--- config.mk ---
export PLATFORM = sky130hd
export DESIGN_NAME = seq_scan_ctrl
export DESIGN_NICKNAME = d
export VERILOG_FILES = /design/src/rtl/seq_scan_pkg.sv /design/src/rtl/seq_shift_cmp.sv /design/src/rtl/seq_scan_ctrl.sv
export SDC_FILE = /design/constraint.sdc
export NUM_CORES = 1
export LEC_CHECK = 0
export ABC_CLOCK_PERIOD_IN_PS = 2700
export CAP_MARGIN = 20
export CORE_ASPECT_RATIO = 1.25
export CORE_MARGIN = 4
export CORE_UTILIZATION = 38
export CTS_CLUSTER_DIAMETER = 200
export DETAILED_ROUTE_END_ITERATION = 10
export PLACE_DENSITY = 0.63
export REMOVE_ABC_BUFFERS = 1
export SYNTH_ARGS = -nofsm -noshare
export SYNTH_HDL_FRONTEND = slang
export SYNTH_HIERARCHICAL = 1
export SYNTH_SLANG_ARGS = --single-unit
export TNS_END_PERCENT = 50
--- constraint.sdc ---
create_clock -name clk -period 2.7 [get_ports clk]
set_clock_uncertainty 0.15 [all_clocks]
set_input_delay 0.81 -clock clk [delete_from_list [all_inputs] [get_ports clk]]
set_output_delay 0.81 -clock clk [all_outputs]
set_load 0.005 [all_outputs]
--- src/rtl/seq_scan_pkg.sv ---
// Shared types and default sizes for the serial pattern scan controller.
package seq_scan_pkg;

    localparam int unsigned MAX_LEN_DEF = 8;
    localparam int unsigned LEN_W_DEF   = 4;
    localparam int unsigned CNT_W_DEF   = 8;

    typedef enum logic [1:0] {
        S_IDLE,
        S_RUN,
        S_DONE
    } state_e;

endpackage

--- src/rtl/seq_shift_cmp.sv ---
// History shift register, fill counter and length-masked pattern compare.
// The hit output is combinational, computed from the post-shift history and fill.
module seq_shift_cmp
    import seq_scan_pkg::*;
#(
    parameter int unsigned MAX_LEN = MAX_LEN_DEF,
    parameter int unsigned LEN_W   = LEN_W_DEF
) (
    input  logic               clk,
    input  logic               rst,
    input  logic               clear,
    input  logic               shift_en,
    input  logic               din,
    input  logic [MAX_LEN-1:0] pattern,
    input  logic [LEN_W-1:0]   len,
    input  logic               overlap,
    output logic               hit
);

    logic [MAX_LEN-1:0] hist_q, hist_d, hist_shift;
    logic [LEN_W-1:0]   fill_q, fill_d, fill_inc;
    logic [MAX_LEN-1:0] mask;

    // Post-shift view of history/fill, compare mask and next-state selection.
    always_comb begin
        hist_shift = {hist_q[MAX_LEN-2:0], din};
        fill_inc   = (fill_q >= LEN_W'(MAX_LEN)) ? LEN_W'(MAX_LEN) : fill_q + 1'b1;

        mask = '0;
        for (int i = 0; i < int'(MAX_LEN); i++) begin
            if (i < int'(len)) begin
                mask[i] = 1'b1;
            end
        end

        hit = shift_en && (fill_inc >= len) && (((hist_shift ^ pattern) & mask) == '0);

        hist_d = hist_q;
        fill_d = fill_q;
        if (clear) begin
            hist_d = '0;
            fill_d = '0;
        end else if (shift_en) begin
            hist_d = hist_shift;
            // Non-overlapping mode restarts the fill so the next match needs fresh bits.
            fill_d = (hit && !overlap) ? '0 : fill_inc;
        end
    end

    // History and fill registers.
    always_ff @(posedge clk or posedge rst) begin
        if (rst) begin
            hist_q <= '0;
            fill_q <= '0;
        end else begin
            hist_q <= hist_d;
            fill_q <= fill_d;
        end
    end

endmodule

--- src/rtl/seq_scan_ctrl.sv ---
// Run-time controller for programmable serial pattern detection: config
// handshake, IDLE/RUN/DONE sequencing, saturating match counter and threshold.
module seq_scan_ctrl
    import seq_scan_pkg::*;
#(
    parameter int unsigned MAX_LEN = MAX_LEN_DEF,
    parameter int unsigned LEN_W   = LEN_W_DEF,
    parameter int unsigned CNT_W   = CNT_W_DEF
) (
    input  logic               clk,
    input  logic               rst,
    input  logic               cfg_valid,
    output logic               cfg_ready,
    input  logic [MAX_LEN-1:0] cfg_pattern,
    input  logic [LEN_W-1:0]   cfg_len,
    input  logic               cfg_overlap,
    input  logic [CNT_W-1:0]   cfg_threshold,
    input  logic               start,
    input  logic               stop,
    input  logic               in,
    input  logic               in_valid,
    output logic               match,
    output logic [CNT_W-1:0]   match_count,
    output logic               busy,
    output logic               done
);

    state_e             state_q, state_d;
    logic [MAX_LEN-1:0] pat_q;
    logic [LEN_W-1:0]   len_q;
    logic               ovl_q;
    logic [CNT_W-1:0]   thr_q;
    logic [CNT_W-1:0]   count_q, count_d, count_inc;
    logic               match_q;
    logic               cfg_take;
    logic               clear;
    logic               shift_en;
    logic               hit;

    seq_shift_cmp #(
        .MAX_LEN (MAX_LEN),
        .LEN_W   (LEN_W)
    ) u_shift_cmp (
        .clk      (clk),
        .rst      (rst),
        .clear    (clear),
        .shift_en (shift_en),
        .din      (in),
        .pattern  (pat_q),
        .len      (len_q),
        .overlap  (ovl_q),
        .hit      (hit)
    );

    // Config is writable only outside RUN; illegal lengths complete the handshake but are dropped.
    always_comb begin
        cfg_ready = (state_q == S_IDLE) || (state_q == S_DONE);
        cfg_take  = cfg_valid && cfg_ready && (cfg_len != '0) && (cfg_len <= LEN_W'(MAX_LEN));
    end

    // Config registers.
    always_ff @(posedge clk or posedge rst) begin
        if (rst) begin
            pat_q <= '0;
            len_q <= '0;
            ovl_q <= 1'b0;
            thr_q <= '0;
        end else if (cfg_take) begin
            pat_q <= cfg_pattern;
            len_q <= cfg_len;
            ovl_q <= cfg_overlap;
            thr_q <= cfg_threshold;
        end
    end

    // FSM next state, detector control and saturating match counter.
    always_comb begin
        state_d   = state_q;
        clear     = 1'b0;
        shift_en  = 1'b0;
        count_inc = (&count_q) ? count_q : count_q + 1'b1;

        unique case (state_q)
            S_IDLE: begin
                if (start && !stop && (len_q != '0)) begin
                    state_d = S_RUN;
                    clear   = 1'b1;
                end
            end
            S_RUN: begin
                shift_en = in_valid;
                // Stop wins over completion; a same-cycle hit is still counted.
                if (stop) begin
                    state_d = S_IDLE;
                end else if (hit && (thr_q != '0) && (count_inc == thr_q)) begin
                    state_d = S_DONE;
                end
            end
            S_DONE: begin
                if (stop) begin
                    state_d = S_IDLE;
                end else if (start) begin
                    state_d = S_RUN;
                    clear   = 1'b1;
                end
            end
            default: state_d = S_IDLE;
        endcase

        count_d = count_q;
        if (clear) begin
            count_d = '0;
        end else if (hit) begin
            count_d = count_inc;
        end
    end

    // State, counter and registered match pulse.
    always_ff @(posedge clk or posedge rst) begin
        if (rst) begin
            state_q <= S_IDLE;
            count_q <= '0;
            match_q <= 1'b0;
        end else begin
            state_q <= state_d;
            count_q <= count_d;
            match_q <= hit;
        end
    end

    // Status outputs.
    always_comb begin
        match       = match_q;
        match_count = count_q;
        busy        = (state_q == S_RUN);
        done        = (state_q == S_DONE);
    end

endmodule

* After elaboration in Yosys (flattened, before gate mapping)
Index checks and enable logic that the tools add are counted.
** Storage, ports and cells
- Flip-flop bits (word level) :: 43
- Word-level logic and storage cells :: 80
** Operators by class
- Add/subtract/negate cells :: 2
- Magnitude comparators :: 11
- Equality and inequality tests :: 6
- Muxes and demuxes :: 28
- Bitwise gates (word level) :: 2
- Reduce and logical (&&, ||, !) cells :: 22
** Operators with widths (count)
- 8-bit 2-to-1 mux :: 3
- 3-bit by 4-bit < comparator with 1-bit output (first input constant) :: 4
- 4-bit 2-to-1 mux :: 4
- 7-bit 2-to-1 mux :: 2
- 1-bit 2-to-1 mux :: 12
- 1-bit logical AND :: 10
- 2-bit 2-to-1 mux :: 5
- 8-bit by 1-bit adder with 8-bit output (second input constant) :: 1
- 8-bit bitwise AND :: 1
- 8-bit equality test :: 1
- 8-bit logical NOT :: 1
- 1-bit by 4-bit < comparator with 1-bit output (first input constant) :: 2
- 2-bit by 4-bit < comparator with 1-bit output (first input constant) :: 2
- 8-bit AND reduction :: 1
- 4-bit nonzero test :: 2
- 8-bit nonzero test :: 1
- 8-bit XOR :: 1
- 2-bit case mux with 3 select lines :: 1
- 4-bit by 1-bit adder with 4-bit output (second input constant) :: 1
- 4-bit >= comparator :: 1
- 4-bit >= comparator (second input constant) :: 1
- 4-bit <= comparator (second input constant) :: 1
- 2-bit nonzero test :: 2
- 3-bit by 2-bit inequality test with 1-bit output (second input constant) :: 1
- 9 further kinds :: 10

* Logic depth before layout (Yosys ltp)
Gate-level depths: netlist of the first run.
- Word-level depth :: 10
- Gate-level depth with buffers :: 12

* Hierarchy
The synthesis of the first run kept the hierarchy.
** By module, submodules not included
- seq_scan_ctrl :: instances 1, cells each 152, area an instance 1695.4 um2
- seq_shift_cmp :: instances 1, cells each 81, area an instance 777.0 um2

* Worst setup path before layout of the first run
Ideal clock, no wire load.
- Path kind :: reg-to-reg
- From :: register u_shift_cmp.fill_q[0]
- To :: register count_q[5], in the netlist match_count[5]
- Arrival :: 2.261 ns
- Path slack :: 0.150 ns
- Cell stages (with the launch flop) :: 13
- Buffers on the path :: 0
- Period minus slack after synthesis :: 2.550 ns
- Cell sequence :: dfrtp_1 -> ha_1 -> xnor2_1 -> nor2_1 -> ha_1 -> o21a_1 -> o22ai_1 -> nor2_1 -> and4_2 -> nand2_1 -> or3_1 -> xor2_1 -> nor2_1
** On the way
- Cells in the longest elaborated chain, start to end :: 6
** Ends and longest elaborated chain
- start: declaration :: line seq_shift_cmp.sv:21 : logic [LEN_W-1:0] fill_q, fill_d, fill_inc;
- start signal: assignment :: line seq_shift_cmp.sv:57 : fill_q <= fill_d;
- 4-bit by 1-bit adder with 4-bit output / 4-bit >= comparator (equally long branches) :: line seq_shift_cmp.sv:27 : fill_inc = (fill_q >= LEN_W'(MAX_LEN)) ? LEN_W'(MAX_LEN) : fill_q + 1'b1;
- 4-bit 2-to-1 mux * :: line seq_shift_cmp.sv:27
- 4-bit >= comparator * :: line seq_shift_cmp.sv:36 : hit = shift_en && (fill_inc >= len) && (((hist_shift ^ pattern) & mask) == '0);
- 1-bit logical AND * (2 in series) :: line seq_shift_cmp.sv:36
- via hit :: line seq_scan_ctrl.sv:38 : logic hit;
- 2-bit nonzero test (no source line) *
- end signal: assignment :: line seq_scan_ctrl.sv:126 : count_q <= count_d;
- end: declaration :: line seq_scan_ctrl.sv:33 : logic [CNT_W-1:0] count_q, count_d, count_inc;
Mark *: on every way through the listed nets, which the timed path passes. The rest lies on a longest branch.
A chain may end at the register's enable or synchronous reset.

* Worst setup path after layout of the first run
- From :: register u_shift_cmp.fill_q[0]
- To :: register count_q[6], in the netlist match_count[6]
The elaborated chain is that of the path after synthesis.

==> results of run 1 <==
repair_timing:
item                       4_1_cts  5_1_grt
setup buffers                    0        2
gates resized for setup          0        9
setup endpoints to repair        0       10
worst reg2reg max path: stages, from the launching register on:
cell	delay, ns
sky130_fd_sc_hd__dfrtp_1	0.42
sky130_fd_sc_hd__buf_4	0.15
sky130_fd_sc_hd__nor2_1	0.15
sky130_fd_sc_hd__inv_1	0.07
sky130_fd_sc_hd__ha_1	0.26
sky130_fd_sc_hd__nand2b_1	0.16
sky130_fd_sc_hd__a2111oi_2	0.37
sky130_fd_sc_hd__a21oi_1	0.10
sky130_fd_sc_hd__and4_4	0.22
sky130_fd_sc_hd__buf_4	0.16
sky130_fd_sc_hd__a31oi_1	0.17
sky130_fd_sc_hd__a41o_2	0.12
sky130_fd_sc_hd__nor2_1	0.03
layout by cell type, fill, tap and decap left out, types with 6 or more instances in the layout:
cell type                         netlist  final
sky130_fd_sc_hd__buf_4                  0     11
sky130_fd_sc_hd__clkdlybuf4s50_1        0     39
sky130_fd_sc_hd__dfrtp_1               43     43
sky130_fd_sc_hd__inv_1                 11     11
sky130_fd_sc_hd__mux2_2                21     21
sky130_fd_sc_hd__mux2i_1               10     10
sky130_fd_sc_hd__nand2_1               13     12
sky130_fd_sc_hd__nor2_1                24     23
sky130_fd_sc_hd__nor2b_1                6      6
sky130_fd_sc_hd__xnor2_1               16     15
sky130_fd_sc_hd__xor2_1                 8      8
through the flow:
step / worst slack [ns] / setup TNS, ns / hold WS, ns / instances
global placement: -0.01984 / -0.05679 / 0.3595 / 359
global route: -0.1190 / -0.6110 / 0.3913 / 369
CTS: 0.04466 / 0 / 0.3761 / 367
finish: 0.07285 / 0 / 0.3701 / 369
detailed placement: -0.06123 / -0.1400 / 0.3570 / 359
floorplan: 0.1337 / 0 / 0.3314 / 225
registers in the layout, summed over array words and instances, names as in the netlist:
register	count
len_q	4
match	1
match_count	8
ovl_q	1
pat_q	8
state_q	2
thr_q	8
u_shift_cmp/fill_q	4
u_shift_cmp/hist_q	7
final cells by class:
| cell class | instances | share of cell area (%) |
|---|---|---|
| multi-input combinational | 171 | 42.35 |
| timing repair buffer | 51 | 15.74 |
| inverter | 11 | 1.318 |
| clock inverter | 3 | 0.6392 |
| tap | 85 | 3.396 |
| sequential | 43 | 34.36 |
| clock buffer | 5 | 2.197 |
metal layers:
metal,track usage [%],vias to the layer above
li1,-,926
met1,17.46,918
met2,25.96,45
met3,2.952,8
met4,4.681,0
met5,0,-
path summary, 6_finish.rpt:
check                                                       start                                end  slack, ns  depth (start not counted)
worst max register to register  u_shift_cmp/fill_q[0]$_DFFE_PP0P_         match_count[6]$_DFFE_PP0P_       0.07                         12
max in group asynchronous                                     rst               thr_q[7]$_DFFE_PP0P_       1.32                          3
min in group asynchronous                                     rst  u_shift_cmp/fill_q[0]$_DFFE_PP0P_       0.68                          2
worst max-delay path            u_shift_cmp/fill_q[0]$_DFFE_PP0P_         match_count[6]$_DFFE_PP0P_       0.07                         12
worst min-delay path                            ovl_q$_DFFE_PP0P_                  ovl_q$_DFFE_PP0P_       0.37                          1
worst min register to register                  ovl_q$_DFFE_PP0P_                  ovl_q$_DFFE_PP0P_       0.37                          1
power groups by stage:
stage,Sequential [mW],Combinational [mW],Clock [mW]
2_1_floorplan,0.923,0.501,0
3_3_place_gp,0.967,0.689,0
3_5_place_dp,0.967,0.701,0
4_1_cts,0.956,0.705,0.427
5_1_grt,0.979,0.865,0.456
6_report,0.954,0.781,0.405
kinds of logic after synthesis:
logic type	synth area share, %
muxes	13.61
adders and majority gates	3.542
AOI/OAI and AO/OA	9.615
xor gates and xnor gates	8.502
and+or+nand+nor	16.95
DFF	43.52
buffers and inverters	4.251
==> results, run 1 <==
- The run finished with clean final reports.
- Across all layers, the routed design uses 1,897 vias.
- Yosys mapped a number of flops with a built-in enable equal to 0.
- The floorplan row count is 32.
- The fraction of power consumed by the clock network is 18.9%.
- The number of global-route vias before repair is 1,889.
- Summed over all layers, the routed wires come to 5.423 mm.
- The final-report setup violation count is 0.
- The class of the worst hold path is reg2reg.
- The share of synthesized area in the top cell type comes to a little over two fifths.
- The post-route met1 wirelength is around 2.3 mm.
- The count of inserted antenna diode cells is 0.
- The buffer cell driving the clock tree root is sky130_fd_sc_hd__clkbuf_8.
- The number of top-level design ports is 40.
- Data on the critical path is required at its endpoint by about 2.7 ns.
- The cell with the most instances after synthesis is sky130_fd_sc_hd__dfrtp_1.
- The wire-length estimate of the detail-placed layout is around 4.0 mm.
- The maximum clock path buffer count is 2.
- Entering global routing, the biggest net connects 33 pins.
- Traced cell by cell, the critical path runs through buf_4, nor2_1, inv_1, ha_1, nand2b_1, a2111oi_2, a21oi_1, and4_4, buf_4, a31oi_1, a41o_2, nor2_1.
- The area of the mapped netlist is between 2000 and 2500 µm².
- After detailed routing, the number of remaining DRC violations is 0.
- TritonCTS built the clock tree.
- Synthesis handed over a netlist of about 230 instances.
- In the final layout, the share of cells above drive strength 1 is a little over 20%.
- The die is a little under 100 µm tall.
- The starting utilization of the core area is 39.58%.
- For this run, the number of Yosys warnings is 6.
- After synthesis, flip-flops and latches occupy between 40 and 50% of the total area.
- The leakage power is 1.303 nW.
- Relative to the synthesized area, the layout overhead comes to 26.67%.
- Together, buffers and inverters on the worst path number 3.
- The leftover overflow at the end of global routing is 0.
- The biggest area contributor in the post-synthesis netlist is sky130_fd_sc_hd__dfrtp_1.
- For the pin with the worst max-slew slack, the measured transition is between 0.4 and 0.5 ns.
- The number of buffers inserted for hold repair after clock tree synthesis is 0.
- Global routing consumed, over all layers together, 14.65% of the routing resources.
- The per-instance average area after synthesis is ~11 µm².
- The sort of element at the end of the critical path is a flip-flop.
- The number of buffers created by CTS is 5.
- Input and output buffers added on the ports amount to 39.
- Across the VDD grid, the largest voltage drop is ~0.00033 V.
- The footprint of the flip-flops and latches is roughly 1100 µm².
- By area the synthesized netlist is led by sky130_fd_sc_hd__dfrtp_1, sky130_fd_sc_hd__mux2_2, sky130_fd_sc_hd__xnor2_1, sky130_fd_sc_hd__mux2i_1, sky130_fd_sc_hd__nor2_1.
- The later pin in the worst-skew pair is clocked with a latency of 0.29 ns.
- After clock tree synthesis, the clock-pin slew on the worst setup and hold paths is ~0.09 ns.
- The switching share of total power is approximately a third.
- The number of endpoints with negative hold slack in the final report is 0.
- For this design the total switching power over the nets is a little over 700 µW.
- Across the run, the number of max-cap violations was 0.
- The internal power of the cells is between 1 and 1.5 mW.
- The number of antenna violations at the first check in global routing was 0.
- By count the netlist is led by sky130_fd_sc_hd__dfrtp_1, sky130_fd_sc_hd__nor2_1, sky130_fd_sc_hd__mux2_2.
- Among all flip-flop cells after synthesis, the most frequent one is sky130_fd_sc_hd__dfrtp_1.
- Dividing the detail-routed wire length by the instance count gives between 10 and 15 µm.
- The final design instance area without fill is 3132 µm².
- In this design, the stage delay of the slowest critical-path cell is ~0.42 ns.
- The startpoint type of the worst setup path is a flip-flop.
- In this run the power density over the cells is roughly 680 nW/µm².
- The worst setup path is of the reg2reg kind.
- The top metal layer carrying routed signals is met4.
- The total area of multi-input combinational cells is 1326 µm².
- The max-slew violation count was 0.
- The highest achievable clock rate is roughly 380 MHz.
- The full die area is 7869 µm².
- Setup repair after global routing could not meet its margin everywhere.
- In this run the cell area measured after placement is 2993 µm².
- At the end of routability-driven placement, the weighted congestion stood at around 0.86.
- Measured along the x axis, the die boundary spans 80.15 µm.
- The final worst-path cycle share is a little over nine tenths.
- For this design, the slowest cell found on the critical path is sky130_fd_sc_hd__dfrtp_1.
- The proportion of register bits with asynchronous set or reset after synthesis is 100.0%.
- Of the total power, combinational logic draws 36.5%.
- The worst pin sits at a relative slew slack of 71.65%.
- In the detailed route, the total length drawn on met2 is 2.785 mm.
- The number of nets with antenna violations after detailed routing is 0.
- For this run, the detailed router's first-pass iteration total came to 4.
- The filler cells instantiated in the layout total slightly above 600.
- The largest fanout of any net on the critical path is 5.
- The top cell family by delay on the critical path is compound AO/OA/AOI/OAI gates.
- Measured on the finished design, the core utilization comes to around half.
- The number of nets in the layout is approximately 320.
- The total power draw is 2.139 mW.
- The first global-routing pass estimated 9.094 mm of wire.
- Wire segments on met3 add up to ~220 µm in the final route.
- The flip-flop and latch count after synthesis is 43.
- The detailed router finished its first iteration with between 70 and 80 violations.
- The maximum level of the CTS H-tree is 2.
- Per report_power, the sequential group accounts for between 40 and 50% of the total.
- Synthesis instantiated 48 different standard cells from the library.
- The number of clock sinks is 43.
- The critical path arrival is 2.66 ns.
- The final period demand of the worst path is ~2.6 ns.
- The core region area is roughly 6200 µm².
- The via density per instance is roughly 5.1.
No activity file was read; power rests on OpenSTA's default activity.
==> run 2, diff against run 1 <==
--- a/config.mk
+++ b/config.mk
@@ -14,6 +14,7 @@
 export DETAILED_ROUTE_END_ITERATION = 10
 export PLACE_DENSITY = 0.63
 export REMOVE_ABC_BUFFERS = 1
+export SLEW_MARGIN = 30
 export SYNTH_ARGS = -nofsm -noshare
 export SYNTH_HDL_FRONTEND = slang
 export SYNTH_HIERARCHICAL = 1
==> results of run 2 <==
The final DEF is identical to that of run 1; final timing and power are the same.
